**config.mk**
```make
export PLATFORM = sky130hd
export DESIGN_NAME = ps2_host_flat
export DESIGN_NICKNAME = d
export VERILOG_FILES = /design/src/rtl/ps2_pkg.sv /design/src/rtl/ps2_host_if.sv /design/src/rtl/ps2_fifo.sv /design/src/rtl/ps2_host.sv /design/src/flat_wrapper.sv
export SDC_FILE = /design/constraint.sdc
export NUM_CORES = 1
export LEC_CHECK = 0
export ABC_CLOCK_PERIOD_IN_PS = 5700
export CORE_ASPECT_RATIO = 0.5
export CORE_UTILIZATION = 50
export DETAILED_ROUTE_END_ITERATION = 8
export GPL_TIMING_DRIVEN = 0
export PLACE_DENSITY = 0.74
export SKIP_CTS_REPAIR_TIMING = 1
export SYNTH_ARGS = -nofsm -noshare
export SYNTH_HDL_FRONTEND = slang
export SYNTH_SLANG_ARGS = --single-unit
```
**constraint.sdc**
```tcl
create_clock -name clk -period 5.7 [get_ports clk]
set_input_delay 0.57 -clock clk [delete_from_list [all_inputs] [get_ports clk]]
set_output_delay 0.57 -clock clk [all_outputs]
set_load 0.02 [all_outputs]
```
**src/rtl/ps2_pkg.sv**
```systemverilog
// ps2_pkg: state encoding, frame constants and small helpers shared by the
// PS/2 host port (ps2_host) and its receive FIFO.
package ps2_pkg;

    typedef enum logic [2:0] {
        ST_IDLE,
        ST_RX,
        ST_TX_INHIBIT,
        ST_TX_REQ,
        ST_TX_DATA,
        ST_TX_ACK,
        ST_TX_WAIT
    } ps2_state_e;

    // start + 8 data + parity + stop
    localparam int FRAME_BITS  = 11;
    // host-driven falling edges: 8 data + parity + stop release
    localparam int TX_DATA_FES = 10;

    // Bit that makes data+parity carry an odd number of ones.
    function automatic logic odd_parity(input logic [7:0] data);
        return ~(^data);
    endfunction

    function automatic int us_to_cyc(input int clk_hz, input int us);
        return (clk_hz / 1000000) * us;
    endfunction

endpackage

```
**src/rtl/ps2_host_if.sv**
```systemverilog
// ps2_host_if: bus-side and pad-side signals of the PS/2 host port.
// master = SoC/pad environment, slave = ps2_host.
interface ps2_host_if #(
    parameter int FIFO_DEPTH = 8
) ();
    logic [7:0]                  rdata;
    logic                        rstrb;
    logic [7:0]                  wdata;
    logic                        wstrb;
    logic                        busy;
    logic                        dr;
    logic [$clog2(FIFO_DEPTH):0] level;
    logic                        overflow;
    logic                        frame_err;
    logic                        tx_err;
    logic                        clr_err;
    logic                        ps2_clk_i;
    logic                        ps2_dat_i;
    logic                        ps2_clk_oe;
    logic                        ps2_dat_oe;

    modport master (
        input  rdata, busy, dr, level, overflow, frame_err, tx_err,
               ps2_clk_oe, ps2_dat_oe,
        output rstrb, wdata, wstrb, clr_err, ps2_clk_i, ps2_dat_i
    );

    modport slave (
        output rdata, busy, dr, level, overflow, frame_err, tx_err,
               ps2_clk_oe, ps2_dat_oe,
        input  rstrb, wdata, wstrb, clr_err, ps2_clk_i, ps2_dat_i
    );
endinterface

```
**src/rtl/ps2_fifo.sv**
```systemverilog
// ps2_fifo: first-word-fall-through byte FIFO for received PS/2 bytes.
// A push while full is dropped and sets the sticky overflow flag, unless a
// pop happens in the same cycle, in which case both take effect.
module ps2_fifo #(
    parameter int FIFO_DEPTH = 8
) (
    input  logic                        clk,
    input  logic                        resetn,
    input  logic                        i_push,
    input  logic [7:0]                  i_wdata,
    input  logic                        i_pop,
    input  logic                        i_clr_ovf,
    output logic [7:0]                  o_rdata,
    output logic                        o_full,
    output logic [$clog2(FIFO_DEPTH):0] o_level,
    output logic                        o_overflow
);
    localparam int          AW       = $clog2(FIFO_DEPTH);
    localparam logic [AW:0] FULL_LVL = (AW + 1)'(FIFO_DEPTH);

    logic [7:0]    r_mem [FIFO_DEPTH];
    logic [AW-1:0] r_wptr;
    logic [AW-1:0] r_rptr;
    logic [AW:0]   r_level;
    logic          r_overflow;

    logic          w_pop;
    logic          w_push;
    logic          w_drop;
    logic [AW:0]   w_level_nxt;

    assign o_full  = (r_level == FULL_LVL);
    assign w_pop   = i_pop && (r_level != '0);
    assign w_push  = i_push && (!o_full || w_pop);
    assign w_drop  = i_push && o_full && !w_pop;

    assign o_rdata    = r_mem[r_rptr];
    assign o_level    = r_level;
    assign o_overflow = r_overflow;

    // Occupancy change from the accepted push/pop pair.
    always_comb begin
        w_level_nxt = r_level;
        case ({w_push, w_pop})
            2'b10:   w_level_nxt = r_level + 1'b1;
            2'b01:   w_level_nxt = r_level - 1'b1;
            default: w_level_nxt = r_level;
        endcase
    end

    // Storage array; contents need no reset since level gates visibility.
    always_ff @(posedge clk) begin
        if (w_push) begin
            r_mem[r_wptr] <= i_wdata;
        end
    end

    // Pointers, level and sticky overflow (set wins over clear).
    always_ff @(posedge clk or negedge resetn) begin
        if (!resetn) begin
            r_wptr     <= '0;
            r_rptr     <= '0;
            r_level    <= '0;
            r_overflow <= 1'b0;
        end else begin
            if (w_push) r_wptr <= r_wptr + 1'b1;
            if (w_pop)  r_rptr <= r_rptr + 1'b1;
            r_level    <= w_level_nxt;
            r_overflow <= w_drop | (r_overflow & ~i_clr_ovf);
        end
    end

endmodule

```
**src/rtl/ps2_host.sv**
```systemverilog
// ps2_host: PS/2 host port. Receives device frames into ps2_fifo with
// start/stop/odd-parity checking and an inter-bit timeout; optionally sends
// host-to-device bytes (inhibit, request, 10 data edges, ACK).
// Build option: define PS2_TX_EN for the transmit path; without it the port
// is receive-only and never drives the pads.
//
// state          | meaning
// ST_IDLE        | line idle, waiting for a device start bit
// ST_RX          | receiving device frame, r_bitcnt bits so far
// ST_TX_INHIBIT  | holding ps2_clk low before a transmit
// ST_TX_REQ      | data low (start), clock just released, settling
// ST_TX_DATA     | driving data/parity/stop on device falling edges
// ST_TX_ACK      | waiting for the device ACK edge
// ST_TX_WAIT     | waiting for device to release clock and data
module ps2_host
    import ps2_pkg::*;
#(
    parameter int CLK_HZ      = 50000000,
    parameter int FIFO_DEPTH  = 8,
    parameter int INHIBIT_US  = 100,
    parameter int TIMEOUT_US  = 2000,
    parameter int SYNC_STAGES = 3
) (
    input  logic     clk,
    input  logic     resetn,
    ps2_host_if.slave bus
);
    localparam int INHIBIT_CYC = us_to_cyc(CLK_HZ, INHIBIT_US);
    localparam int TIMEOUT_CYC = us_to_cyc(CLK_HZ, TIMEOUT_US);
    localparam int TMR_MAX     = (TIMEOUT_CYC > INHIBIT_CYC) ? TIMEOUT_CYC : INHIBIT_CYC;
    localparam int TMR_W       = $clog2(TMR_MAX + 1);
    localparam int LVL_W       = $clog2(FIFO_DEPTH) + 1;

    localparam logic [TMR_W-1:0] TMR_SAT   = TMR_W'(TMR_MAX);
    localparam logic [TMR_W-1:0] TIMEOUT_T = TMR_W'(TIMEOUT_CYC);

    logic [SYNC_STAGES-1:0] r_clk_sync;
    logic [SYNC_STAGES-1:0] r_dat_sync;
    logic                   r_clk_prev;
    logic                   w_clk_s;
    logic                   w_dat_s;
    logic                   w_fe;

    ps2_state_e       r_state;
    ps2_state_e       w_state_nxt;
    logic [9:0]       r_shift;
    logic [9:0]       w_shift_nxt;
    logic [10:0]      w_frame;
    logic [3:0]       r_bitcnt;
    logic [3:0]       w_bitcnt_nxt;
    logic [TMR_W-1:0] r_timer;
    logic [TMR_W-1:0] w_timer_nxt;
    logic             r_frame_err;
    logic             w_frame_err_set;
    logic             w_push;
    logic             w_full_unused;
    logic [LVL_W-1:0] w_level;

`ifdef PS2_TX_EN
    localparam logic [TMR_W-1:0] INHIBIT_T = TMR_W'(INHIBIT_CYC - 1);

    logic [8:0] r_tx_shift;
    logic [8:0] w_tx_shift_nxt;
    logic       r_busy;
    logic       w_busy_nxt;
    logic       r_clk_oe;
    logic       w_clk_oe_nxt;
    logic       r_dat_oe;
    logic       w_dat_oe_nxt;
    logic       r_tx_err;
    logic       w_tx_err_set;
`endif

    assign w_clk_s = r_clk_sync[SYNC_STAGES-1];
    assign w_dat_s = r_dat_sync[SYNC_STAGES-1];
    assign w_fe    = r_clk_prev & ~w_clk_s;
    assign w_frame = {w_dat_s, r_shift};

    // Pad input synchronisers; idle-high reset avoids a false edge.
    always_ff @(posedge clk or negedge resetn) begin
        if (!resetn) begin
            r_clk_sync <= '1;
            r_dat_sync <= '1;
            r_clk_prev <= 1'b1;
        end else begin
            r_clk_sync <= {r_clk_sync[SYNC_STAGES-2:0], bus.ps2_clk_i};
            r_dat_sync <= {r_dat_sync[SYNC_STAGES-2:0], bus.ps2_dat_i};
            r_clk_prev <= w_clk_s;
        end
    end

    // Next-state, datapath and flag-event decode.
    always_comb begin
        w_state_nxt     = r_state;
        w_shift_nxt     = r_shift;
        w_bitcnt_nxt    = r_bitcnt;
        w_frame_err_set = 1'b0;
        w_push          = 1'b0;
`ifdef PS2_TX_EN
        w_tx_shift_nxt  = r_tx_shift;
        w_busy_nxt      = r_busy;
        w_clk_oe_nxt    = r_clk_oe;
        w_dat_oe_nxt    = r_dat_oe;
        w_tx_err_set    = 1'b0;
`endif

        case (r_state)
            ST_IDLE: begin
                if (w_fe) begin
                    w_shift_nxt  = w_frame[10:1];
                    w_bitcnt_nxt = 4'd1;
                    w_state_nxt  = ST_RX;
                end
            end
            ST_RX: begin
                if (w_fe) begin
                    w_shift_nxt  = w_frame[10:1];
                    w_bitcnt_nxt = r_bitcnt + 4'd1;
                    if (r_bitcnt == 4'(FRAME_BITS - 1)) begin
                        w_bitcnt_nxt = 4'd0;
                        w_state_nxt  = ST_IDLE;
                        if (!w_frame[0] && w_frame[10] && (^w_frame[9:1])) begin
                            w_push = 1'b1;
                        end else begin
                            w_frame_err_set = 1'b1;
                        end
                    end
                end else if (r_timer >= TIMEOUT_T) begin
                    w_frame_err_set = 1'b1;
                    w_bitcnt_nxt    = 4'd0;
                    w_state_nxt     = ST_IDLE;
                end
            end
`ifdef PS2_TX_EN
            ST_TX_INHIBIT: begin
                if (r_timer >= INHIBIT_T) begin
                    w_clk_oe_nxt = 1'b0;
                    w_dat_oe_nxt = 1'b1;
                    w_state_nxt  = ST_TX_REQ;
                end
            end
            ST_TX_REQ: begin
                if (r_timer >= TMR_W'(1)) begin
                    w_state_nxt = ST_TX_DATA;
                end
            end
            ST_TX_DATA: begin
                if (w_fe) begin
                    w_bitcnt_nxt = r_bitcnt + 4'd1;
                    if (r_bitcnt == 4'(TX_DATA_FES - 1)) begin
                        w_dat_oe_nxt = 1'b0;
                        w_bitcnt_nxt = 4'd0;
                        w_state_nxt  = ST_TX_ACK;
                    end else begin
                        w_dat_oe_nxt   = ~r_tx_shift[0];
                        w_tx_shift_nxt = {1'b0, r_tx_shift[8:1]};
                    end
                end
            end
            ST_TX_ACK: begin
                if (w_fe) begin
                    w_tx_err_set = w_dat_s;
                    w_state_nxt  = ST_TX_WAIT;
                end
            end
            ST_TX_WAIT: begin
                if (w_clk_s && w_dat_s) begin
                    w_busy_nxt  = 1'b0;
                    w_state_nxt = ST_IDLE;
                end
            end
`endif
            default: w_state_nxt = ST_IDLE;
        endcase

`ifdef PS2_TX_EN
        // A transmit request pre-empts any partial receive without flagging it.
        if ((r_state == ST_IDLE || r_state == ST_RX) && bus.wstrb && !r_busy) begin
            w_tx_shift_nxt  = {odd_parity(bus.wdata), bus.wdata};
            w_busy_nxt      = 1'b1;
            w_clk_oe_nxt    = 1'b1;
            w_dat_oe_nxt    = 1'b0;
            w_bitcnt_nxt    = 4'd0;
            w_push          = 1'b0;
            w_frame_err_set = 1'b0;
            w_state_nxt     = ST_TX_INHIBIT;
        end

        if ((r_state == ST_TX_REQ || r_state == ST_TX_DATA ||
             r_state == ST_TX_ACK || r_state == ST_TX_WAIT) && (r_timer >= TIMEOUT_T)) begin
            w_tx_err_set = 1'b1;
            w_clk_oe_nxt = 1'b0;
            w_dat_oe_nxt = 1'b0;
            w_busy_nxt   = 1'b0;
            w_bitcnt_nxt = 4'd0;
            w_state_nxt  = ST_IDLE;
        end
`endif

        // The fe seen during inhibit is our own clock pull-down, so it must
        // not restart the inhibit interval.
        if ((w_state_nxt != r_state) || (w_fe && (r_state != ST_TX_INHIBIT))) begin
            w_timer_nxt = '0;
        end else if (r_timer != TMR_SAT) begin
            w_timer_nxt = r_timer + 1'b1;
        end else begin
            w_timer_nxt = r_timer;
        end
    end

    // State register and receive-side registers.
    always_ff @(posedge clk or negedge resetn) begin
        if (!resetn) begin
            r_state     <= ST_IDLE;
            r_shift     <= '0;
            r_bitcnt    <= '0;
            r_timer     <= '0;
            r_frame_err <= 1'b0;
        end else begin
            r_state     <= w_state_nxt;
            r_shift     <= w_shift_nxt;
            r_bitcnt    <= w_bitcnt_nxt;
            r_timer     <= w_timer_nxt;
            r_frame_err <= w_frame_err_set | (r_frame_err & ~bus.clr_err);
        end
    end

`ifdef PS2_TX_EN
    // Transmit-side registers and pad enables.
    always_ff @(posedge clk or negedge resetn) begin
        if (!resetn) begin
            r_tx_shift <= '0;
            r_busy     <= 1'b0;
            r_clk_oe   <= 1'b0;
            r_dat_oe   <= 1'b0;
            r_tx_err   <= 1'b0;
        end else begin
            r_tx_shift <= w_tx_shift_nxt;
            r_busy     <= w_busy_nxt;
            r_clk_oe   <= w_clk_oe_nxt;
            r_dat_oe   <= w_dat_oe_nxt;
            r_tx_err   <= w_tx_err_set | (r_tx_err & ~bus.clr_err);
        end
    end

    assign bus.busy       = r_busy;
    assign bus.tx_err     = r_tx_err;
    assign bus.ps2_clk_oe = r_clk_oe;
    assign bus.ps2_dat_oe = r_dat_oe;
`else
    logic w_unused_tx;
    assign w_unused_tx    = ^{bus.wdata, bus.wstrb};
    assign bus.busy       = 1'b0;
    assign bus.tx_err     = 1'b0;
    assign bus.ps2_clk_oe = 1'b0;
    assign bus.ps2_dat_oe = 1'b0;
`endif

    ps2_fifo #(
        .FIFO_DEPTH (FIFO_DEPTH)
    ) u_fifo (
        .clk        (clk),
        .resetn     (resetn),
        .i_push     (w_push),
        .i_wdata    (w_frame[8:1]),
        .i_pop      (bus.rstrb),
        .i_clr_ovf  (bus.clr_err),
        .o_rdata    (bus.rdata),
        .o_full     (w_full_unused),
        .o_level    (w_level),
        .o_overflow (bus.overflow)
    );

    assign bus.level     = w_level;
    assign bus.dr        = (w_level != '0);
    assign bus.frame_err = r_frame_err;

endmodule
```
**src/flat_wrapper.sv**
```systemverilog
// flat-port wrapper written by rule: the top's interface ports become plain ports
module ps2_host_flat import ps2_pkg::*;
#(
    parameter int CLK_HZ      = 50000000,
    parameter int FIFO_DEPTH  = 8,
    parameter int INHIBIT_US  = 100,
    parameter int TIMEOUT_US  = 2000,
    parameter int SYNC_STAGES = 3
)
  (clk, resetn, bus_rdata, bus_busy, bus_dr, bus_level, bus_overflow, bus_frame_err, bus_tx_err, bus_ps2_clk_oe, bus_ps2_dat_oe, bus_rstrb, bus_wdata, bus_wstrb, bus_clr_err, bus_ps2_clk_i, bus_ps2_dat_i);
  ps2_host_if #(.FIFO_DEPTH(FIFO_DEPTH)) bus_i ();
  input  logic clk;
  input  logic resetn;
  output wire logic [$bits(bus_i.rdata)-1:0] bus_rdata;
  output wire logic [$bits(bus_i.busy)-1:0] bus_busy;
  output wire logic [$bits(bus_i.dr)-1:0] bus_dr;
  output wire logic [$bits(bus_i.level)-1:0] bus_level;
  output wire logic [$bits(bus_i.overflow)-1:0] bus_overflow;
  output wire logic [$bits(bus_i.frame_err)-1:0] bus_frame_err;
  output wire logic [$bits(bus_i.tx_err)-1:0] bus_tx_err;
  output wire logic [$bits(bus_i.ps2_clk_oe)-1:0] bus_ps2_clk_oe;
  output wire logic [$bits(bus_i.ps2_dat_oe)-1:0] bus_ps2_dat_oe;
  input wire logic [$bits(bus_i.rstrb)-1:0] bus_rstrb;
  input wire logic [$bits(bus_i.wdata)-1:0] bus_wdata;
  input wire logic [$bits(bus_i.wstrb)-1:0] bus_wstrb;
  input wire logic [$bits(bus_i.clr_err)-1:0] bus_clr_err;
  input wire logic [$bits(bus_i.ps2_clk_i)-1:0] bus_ps2_clk_i;
  input wire logic [$bits(bus_i.ps2_dat_i)-1:0] bus_ps2_dat_i;
  assign bus_rdata = bus_i.rdata;
  assign bus_busy = bus_i.busy;
  assign bus_dr = bus_i.dr;
  assign bus_level = bus_i.level;
  assign bus_overflow = bus_i.overflow;
  assign bus_frame_err = bus_i.frame_err;
  assign bus_tx_err = bus_i.tx_err;
  assign bus_ps2_clk_oe = bus_i.ps2_clk_oe;
  assign bus_ps2_dat_oe = bus_i.ps2_dat_oe;
  assign bus_i.rstrb = bus_rstrb;
  assign bus_i.wdata = bus_wdata;
  assign bus_i.wstrb = bus_wstrb;
  assign bus_i.clr_err = bus_clr_err;
  assign bus_i.ps2_clk_i = bus_ps2_clk_i;
  assign bus_i.ps2_dat_i = bus_ps2_dat_i;
  ps2_host #(.CLK_HZ(CLK_HZ), .FIFO_DEPTH(FIFO_DEPTH), .INHIBIT_US(INHIBIT_US), .TIMEOUT_US(TIMEOUT_US), .SYNC_STAGES(SYNC_STAGES)) u_core (.clk(clk), .resetn(resetn), .bus(bus_i));
endmodule
```
==> results.txt <==
Final net count: 397
Number of buffers created by CTS: 17
Summed instance area of the synthesized netlist: 5010 um^2
Number of warnings reported in the yosys synthesis log: 0
Total power per unit cell area: 464 nW/um^2
Final worst path period share: 63.1%
Min Tclk post-route: 3.60 ns
Aggregate global-route resource usage: 20.6%
Routed metal-1 wire length: 4050 um
Critical path class: flop to primary output
Proportion of layout cells with a drive suffix above 1: 23.6%
Top Layer Used: met4
Classification of the worst-slack hold path: primary input to async pin
Starting utilization of the core area: 52.3%
Synth unique cells: 49
Router iterations before antenna repair: 4
Port-buffer cells: 20
Maximum number of pins on one net before global-route repair: 40
Setup TNS: 0 ns
Overall die area: 10400 um^2
Total core area: 9570 um^2
Initial drt markers: 279
Detail Route met2 WL: 4660 um
Vias: 2803
Worst Path Buf+Inv: 3
Maximum cell stage delay along the critical path: 0.59 ns
Placed wire-length estimate after detailed placement: 5980 um
Routed wire length per instance: 17.8 um
Worst path required time: 5.13 ns
Unrepaired setup endpoints after global routing: false
Top delay family on crit path: buffers and inverters
Source-to-sink clock delay at the later pin of the worst-skew pair: 0.41 ns
Worst voltage drop across the vdd grid: 0.237 mV
Share of synthesized area occupied by flip-flops and latches: 65.0%
Vias in the first global route: 2951
Critical Path Source Type: flop
Headroom to the max-slew limit: 9.93%
Number of inserted diodes: 0
Remaining global-route overflow: 0
Slew at the pin closest to its max-slew limit: 1.34 ns
Worst path cell trace: buf_1 > clkbuf_1 > mux4_2 > mux2_2 > clkdlybuf4s50_1
Avg Inst Size Synth: 15.3 um^2
Most common cell after layout, fill and taps aside: edfxtp_1
Root Driver: clkbuf_16
Clock tree from TritonCTS: done
Most used cells in the layout excluding fill and tap cells: edfxtp_1, dfrtp_1, nor2_1
Flip-flop and latch count after synthesis: 117
ANT nets after route: 0
Number of antenna violations at the first check in global routing: 0
CTS H-Tree Depth: 4
First-pass GRT wire length: 15300 um
Top Ports: 34
Async set-or-reset flop fraction in the synthesized netlist: 45.3%
Kind of end point of the critical path: primary output
Final wirelength: 9270 um
Count of final max-slew check failures: 0
Number of vias per cell after detailed routing: 5.38
Placer Congestion: 0.873
Bufs on Longest Clock Path: 2
Die span in y: 72.8 um
Cell area after layout: 6080 um^2
F_max: 278 MHz
Area delta synth->final: 21.4%
Final standard cell utilization of the core: 63.5%
Number of core rows: 25
Top fanout value on the critical path: 10
Sum of met3 wire segment lengths after detailed routing: 509 um
Worst Path Arrival: 3.03 ns
Remaining design rule violation count: 0
Static leakage: 2.29 nW
Max-capacitance violation count: 0
Run status: finished, final reports clean
Sinks on Clock Net: 117
Count of endpoints failing setup in the final report: 0
Final Hold Viols: 0
Cell area after placement: 5420 um^2
Top flip-flop cell by instance count after synthesis: edfxtp_1
Clock-pin slew reported for the worst setup and hold paths after clock tree synthesis: 0.05 ns
Number of flops mapped to enable cells by yosys: 64
Max stage delay cell, worst path: clkbuf_1
Synthesized instance count: 327
Clock skew after layout: 0.0129 ns
Die Span X: 144 um
[sequential cells by signal, indices dropped and copies added, names as in the netlist, 3 cells and up]
signal                 count
u_core.r_bitcnt            4
u_core.r_shift            10
u_core.u_fifo.o_level      4
u_core.u_fifo.r_mem       64
u_core.u_fifo.r_wptr       3
u_core.r_state             3
u_core.r_dat_sync          3
u_core.r_clk_sync          3
u_core.r_timer            17
u_core.u_fifo.r_rptr       3
[worst paths after layout]
check | start | endpoint | slack [ns] | cells past startpoint
hold / removal | resetn | u_core.r_timer[0] | 0.07 | 1
setup reg to reg | u_core.r_shift[3] | u_core.u_fifo.r_mem[6][4] | 2.45 | 5
min in group clk | u_core.r_dat_sync[0] | u_core.r_dat_sync[1] | 0.36 | 0
max in group asynchronous | resetn | u_core.r_clk_sync[2] | 5.05 | 2
hold reg to reg | u_core.r_dat_sync[0] | u_core.r_dat_sync[1] | 0.36 | 0
setup / recovery | u_core.u_fifo.r_rptr[1] | bus_rdata[4] | 2.10 | 5
[per-stage QoR]
step,hold WS (ns),power (W),std cells,worst slack [ns]
after floorplan,0.274,0.00148,332,2.94
after global routing,0.0783,0.00294,521,2.00
after global placement,0.347,0.00167,487,2.07
after detailed placement,0.347,0.00170,489,2.36
final,0.0694,0.00282,521,2.10
after CTS,0.0646,0.00285,521,2.02
[routing by layer]
metal,vias up,track usage (%)
li1,1292,-
met1,1444,26.6
met2,63,32.5
met3,4,6.17
met4,0,9.81
met5,-,0
[where the power goes]
group          internal (W)  total (W)  switching [W]
combinational      0.000326   0.000656       0.000330
sequential         0.000961    0.00102      0.0000607
clock              0.000773    0.00114       0.000371
[cells by family after synthesis]
family | share of synthesized area [%]
AND/OR/NAND/NOR | 8.92
adder cells (fa/ha/maj) | 2.40
flip-flops | 65.0
AO/OA/AOI/OAI | 3.45
other | 0.0749
multiplexers | 12.4
buffers and inverters | 2.00
XOR/XNOR | 5.70
[worst register-to-register path: stages (launching register included)]
cell and delay [ns]:
dfrtp_1 0.55, xor2_1 0.19, xnor3_2 0.49, xor2_2 0.30, nand3_4 0.22, nor3_1 1.10
[cells in the mapped netlist (2+ instances only)]
library cell,number,share of area [%]
nand2_1,13,0.97
buf_1,2,0.15
and2_1,3,0.37
buf_2,2,0.20
ha_1,8,2.0
xnor2_1,15,2.6
nand3b_1,4,0.60
xor2_1,13,2.3
nor3_1,8,0.80
dfstp_2,7,3.7
buf_4,4,0.60
nor4b_1,2,0.35
o31ai_1,2,0.30
a21oi_1,5,0.50
clkbuf_1,4,0.30
nand3_1,9,0.90
nor2_1,27,2.0
dfrtp_1,46,23
nand2b_1,4,0.50
edfxtp_1,64,38
mux4_2,16,7.2
nand4_1,6,0.75
inv_1,10,0.75
and3_1,3,0.37
o21ai_0,5,0.50
mux2_2,20,4.5
nor4_1,2,0.25
o32ai_1,2,0.35
[layout make-up]
cell class	count	area (um^2)
Buffer	12	62.6
Sequential cell	117	3260
Fill cell	679	3490
Timing Repair Buffer	22	223
Clock buffer	19	433
Inverter	10	37.5
Clock inverter	13	206
Tap cell	135	169
Multi-Input combinational cell	193	1690
(Power assumes the default switching activity.)
